File: src/rtl/dut_ingress_fifo.sv
// Ingress buffer ahead of the DUT input port: show-ahead FIFO with a
// valid/ready handshake on both sides. Words arriving while full are
// discarded, flagged by a sticky overflow bit and counted (saturating).
module dut_ingress_fifo #(
   parameter int DATA_W    = 8,
   parameter int DEPTH     = 16,
   parameter int AFULL_LVL = 12
) (
   input  logic                     clk,
   input  logic                     reset,
   input  logic                     in_valid,
   input  logic [DATA_W-1:0]        in_data,
   output logic                     in_ready,
   output logic                     out_valid,
   output logic [DATA_W-1:0]        out_data,
   input  logic                     out_ready,
   output logic [$clog2(DEPTH):0]   count,
   output logic                     almost_full,
   output logic                     overflow,
   output logic [7:0]               drop_cnt
);

   localparam int AW = $clog2(DEPTH);
   localparam logic [AW:0] PTR_ONE   = (AW+1)'(1);
   localparam logic [AW:0] AFULL_CMP = (AW+1)'(AFULL_LVL);

   logic [DATA_W-1:0] mem_q [DEPTH];

   logic [AW:0] wr_ptr_q, wr_ptr_d;
   logic [AW:0] rd_ptr_q, rd_ptr_d;
   logic [AW:0] count_q, count_d;
   logic        overflow_q, overflow_d;
   logic [7:0]  drop_cnt_q, drop_cnt_d;

   logic empty, full;
   logic wr_en, rd_en, drop_en;

   // Status flags and handshake qualifiers, all from registered pointers.
   always_comb begin
      empty   = (wr_ptr_q == rd_ptr_q);
      full    = (wr_ptr_q[AW-1:0] == rd_ptr_q[AW-1:0]) && (wr_ptr_q[AW] != rd_ptr_q[AW]);
      wr_en   = in_valid && !full;
      rd_en   = !empty && out_ready;
      drop_en = in_valid && full;
   end

   // Next-state for pointers, occupancy and drop accounting.
   always_comb begin
      wr_ptr_d   = wr_ptr_q;
      rd_ptr_d   = rd_ptr_q;
      overflow_d = overflow_q;
      drop_cnt_d = drop_cnt_q;
      if (wr_en) wr_ptr_d = wr_ptr_q + PTR_ONE;
      if (rd_en) rd_ptr_d = rd_ptr_q + PTR_ONE;
      if (drop_en) begin
         overflow_d = 1'b1;
         if (drop_cnt_q != 8'hFF) drop_cnt_d = drop_cnt_q + 8'd1;
      end
      // Modulo 2^(AW+1) difference; the wrap bit makes DEPTH representable.
      count_d = wr_ptr_d - rd_ptr_d;
   end

   // Control state register with asynchronous clear.
   always_ff @(posedge clk or negedge reset) begin
      if (!reset) begin
         wr_ptr_q   <= '0;
         rd_ptr_q   <= '0;
         count_q    <= '0;
         overflow_q <= 1'b0;
         drop_cnt_q <= 8'd0;
      end else begin
         wr_ptr_q   <= wr_ptr_d;
         rd_ptr_q   <= rd_ptr_d;
         count_q    <= count_d;
         overflow_q <= overflow_d;
         drop_cnt_q <= drop_cnt_d;
      end
   end

   // Storage is not reset; stale entries are hidden while out_valid is low.
   always_ff @(posedge clk) begin
      if (wr_en) mem_q[wr_ptr_q[AW-1:0]] <= in_data;
   end

   assign in_ready    = !full;
   assign out_valid   = !empty;
   assign out_data    = mem_q[rd_ptr_q[AW-1:0]];
   assign count       = count_q;
   assign almost_full = (count_q >= AFULL_CMP);
   assign overflow    = overflow_q;
   assign drop_cnt    = drop_cnt_q;

endmodule

File: config.mk
export PLATFORM = sky130hd
export DESIGN_NAME = dut_ingress_fifo
export DESIGN_NICKNAME = d
export VERILOG_FILES = /design/src/rtl/dut_ingress_fifo.sv
export SDC_FILE = /design/constraint.sdc
export NUM_CORES = 1
export LEC_CHECK = 0
export ABC_AREA = 1
export CORE_MARGIN = 2
export CORE_UTILIZATION = 45
export DETAILED_ROUTE_END_ITERATION = 16
export PLACE_DENSITY = 0.69
export SETUP_SLACK_MARGIN = 0.15
export SYNTH_ARGS = -nofsm -noshare
export SYNTH_HDL_FRONTEND = slang
export SYNTH_SLANG_ARGS = --single-unit
File: constraint.sdc
create_clock -name clk -period 2.2 [get_ports clk]
set_input_delay 0.55 -clock clk [delete_from_list [all_inputs] [get_ports clk]]
set_output_delay 0.55 -clock clk [all_outputs]
set_load 0.01 [all_outputs]
==> metrics.csv <==
metric,value,unit
status,"complete, but fails checks",
violations,negative setup slack,
syn-mean-instance-area,12.0,sq um
clkLatencyLatePin,430,ps
fillCellCount,998,
detailedPlace.worstSlack,-289,ps
number_of_buffers_added_on_ports,36,
cts.htree.levels,4,
post-route-drc-count,0,
detail-route-antenna-nets,0,
fp.dieW,124,um
setup-violations-final,14,
floorplan.initialDensity,46.5,%
synth_area_leader_cell,sky130_fd_sc_hd__edfxtp_1,
antenna_found_initial,0,
worst_slack,-338,ps
clk_pin_slew,60,ps
maxClockFrequency,0.394,GHz
required,1650,ps
synth.cell_area,0.00650,sq mm
design.core.area,0.0140,sq mm
avgViaCountPerCell,5.50,
initialDrtViolationCount,343,
clock_sink_count,152,
grt_remaining_overflow,0,
syn-instance-count,544,
worstSetupEndpointType,primary output,
areaGrowthSynthToFinish,39.0,%
die-area,0.0154,sq mm
number_of_vias_in_the_routed_layout,4679,
first_global_vias,4747,
rsz0062_at_grt,yes,
postSynth.asyncResetShare,15.8,%
clockBufferDepth,2,
cp_data_arrival_time,1990,ps
grt_pass1_wl,24.8,mm
tritoncts,done,
critPathBufInv,4,
postSynthNetCount,566,
timing.max_cap.violations,0,
globalRouteTotalUtil,20.8,%
power_density,1500,mW/mm^2
overall_die_height,124,um
globalplace.congestion,0.839,
final_net_count,680,
critical_path_cell_sequence,inv_4 -> buf_12 -> buf_12 -> nor2_2 -> o22ai_2 -> o211ai_1 -> nand3_1 -> buf_2,
post-route-cell-area,0.00904,sq mm
drv_slew,0,
layout_worst_path_cycle_share,115,%
post-synth-top-area-fraction,59.1,%
finalWorstPathRequiredPeriod,2540,ps
postCtsHoldBufs,0,
io_pins,37,
finalSetupTns,-3080,ps
numCtsBuffers,17,
cp_slowest_stage_delay,440,ps
cpLargestDelayFamily,buffers and inverters,
total_power,13500,uW
yosys_warnings,0,
leakage,0.00339,uW
buffer_type_at_the_clock_tree_root,sky130_fd_sc_hd__clkbuf_16,
maxSlewHeadroom,53.1,%
critical_path_cell_with_the_highest_stage_delay,sky130_fd_sc_hd__dfrtp_2,
synth_top_flop_cell,sky130_fd_sc_hd__edfxtp_1,
post_synth_main_area_contributors,"sky130_fd_sc_hd__edfxtp_1 59%, sky130_fd_sc_hd__dfrtp_1 9.2%, sky130_fd_sc_hd__nor2_1 5.1%",
grt_start_max_net_pins,25,
post_drt_wl_per_cell,19.4,um
vdd_ir_drop_max,933,uV
placement.cell_area,0.00757,sq mm
timing.critical_path.depth,8,
drive_above_1_share,35.9,%
firstDrtPassIters,5,
worst_hold_path_type,reg2reg,
ys_types,33,
detailed_place_hpwl,9.92,mm
hold_violations,0,
worst-path-max-fanout,14,
hold-path-cell-count,1,
tightestPinTransition,701,ps
yosys_register_bits,152,
synth_enable_flop_cells,128,
n_antenna_cell,0,
timing.setup.critical_path_class,reg2out,
critical_path.most_common_cell,sky130_fd_sc_hd__buf_12,
route.final.wire_length,16.5,mm
yosysSeqAreaShare,68.3,%
cp-start-kind,flip-flop,
r2r_cell_count,16,
final_clock_skew,6.86,ps
placement_rows,43,
## power by group
group	internal, uW	switching, uW	leakage [uW]	total [uW]
Sequential	3570	247	0.00144	3810
Clock	2120	1130	0.000315	3250
Combinational	2890	3570	0.00163	6460
Total	8570	4950	0.00339	13500
## cell usage in the layout, fill, tap and decap left out, types with 18 or more instances in the layout
master and count:
sky130_fd_sc_hd__nor2_1 58, sky130_fd_sc_hd__buf_6 20, sky130_fd_sc_hd__buf_4 43, sky130_fd_sc_hd__edfxtp_1 128, sky130_fd_sc_hd__inv_1 26, sky130_fd_sc_hd__o21ai_0 21, sky130_fd_sc_hd__nor2_4 19, sky130_fd_sc_hd__nand3_1 18
sky130_fd_sc_hd__clkbuf_16 18, sky130_fd_sc_hd__nand2_2 22, sky130_fd_sc_hd__nand2_1 47, sky130_fd_sc_hd__o22ai_1 20, sky130_fd_sc_hd__dfrtp_1 23, sky130_fd_sc_hd__o21ai_2 19, sky130_fd_sc_hd__clkdlybuf4s50_1 25, sky130_fd_sc_hd__o21ai_1 25
## final timing paths
path / from / endpoint / slack [ps]
worst max-delay path: rd_ptr_q[0] / out_data[1] / -340
worst min-delay path: overflow / overflow / 480
worst max register to register: rd_ptr_q[0] / count[4] / -240
worst min register to register: overflow / overflow / 480
max in group asynchronous: reset / rd_ptr_q[0] / 1440
min in group asynchronous: reset / drop_cnt[2] / 490
## registers in the layout (all words and copies together) (netlist names)
signal / cells
count: 5
drop_cnt: 8
mem_q: 128
overflow: 1
rd_ptr_q: 5
wr_ptr_q: 5
## cell usage after synthesis, types with 3 or more instances
cell type and n:
sky130_fd_sc_hd__nand2_2 17, sky130_fd_sc_hd__inv_1 27, sky130_fd_sc_hd__xor2_1 14, sky130_fd_sc_hd__dfrtp_1 24, sky130_fd_sc_hd__edfxtp_1 128, sky130_fd_sc_hd__nand2_1 55
sky130_fd_sc_hd__o22ai_1 22, sky130_fd_sc_hd__ha_1 9, sky130_fd_sc_hd__nor2_1 88, sky130_fd_sc_hd__o211ai_1 6, sky130_fd_sc_hd__inv_2 9, sky130_fd_sc_hd__nand3_1 22
sky130_fd_sc_hd__nor2_4 3, sky130_fd_sc_hd__nand2_4 3, sky130_fd_sc_hd__o221ai_1 10, sky130_fd_sc_hd__clkbuf_1 20, sky130_fd_sc_hd__o21ai_0 66
## worst register-to-register path, delay by kind of cell (launching register included)
family | cells | cell delay, ps
xor gates and xnor gates | 1 | 150
adders and majority gates | 2 | 540
buffers and inverters | 4 | 430
DFF | 1 | 440
and+or+nand+nor | 9 | 780
## layer usage
layer  track usage, %  share of wire (%)  vias up
li1                 -                  -     2157
met1             25.8                 40     2308
met2             34.6                 52      171
met3             4.99                5.4       43
met4             9.78                3.1        0
met5                0                  0        -
## cell type report
cell class	count	area, sq um	share of cell area (%)
timing repair buffer	119	1290	14.3
inverter	36	145	1.60
clock inverter	13	226	2.50
tap	180	225	2.49
clock buffer	19	433	4.79
multi-input combinational	332	2280	25.2
sequential	152	4450	49.2
## per-stage QoR
step           utilization [%]  hold slack [ps]  instances
2_1_floorplan                -              254        544
5_1_grt                   64.7              518        851
4_1_cts                   61.6              478        844
3_5_place_dp              54.1              453        799
6_report                  64.7              478        851
3_3_place_gp              54.1              483        799
## kinds of logic (layout without fill, tap and decap cells)
kind of cell,count (synthesis),after routing,share of synthesized area [%]
AO/OA/AOI/OAI,108,108,9.69
XOR/XNOR,16,16,2.15
AND/OR/NAND/NOR,197,197,14.1
buffers and inverters,60,187,3.56
adder cells (fa/ha/maj),10,10,2.04
flip-flops,152,152,68.3
multiplexers,1,1,0.173
## what timing repair did
action                                  CTS  global route
setup buffers                             9             6
endpoints found under the setup margin   14           111
pin swaps                                29            39
hold endpoints to repair                  0             0
gates resized for setup                 122           104
gates cloned                              4             1
No activity file was read; power rests on OpenSTA's default activity.
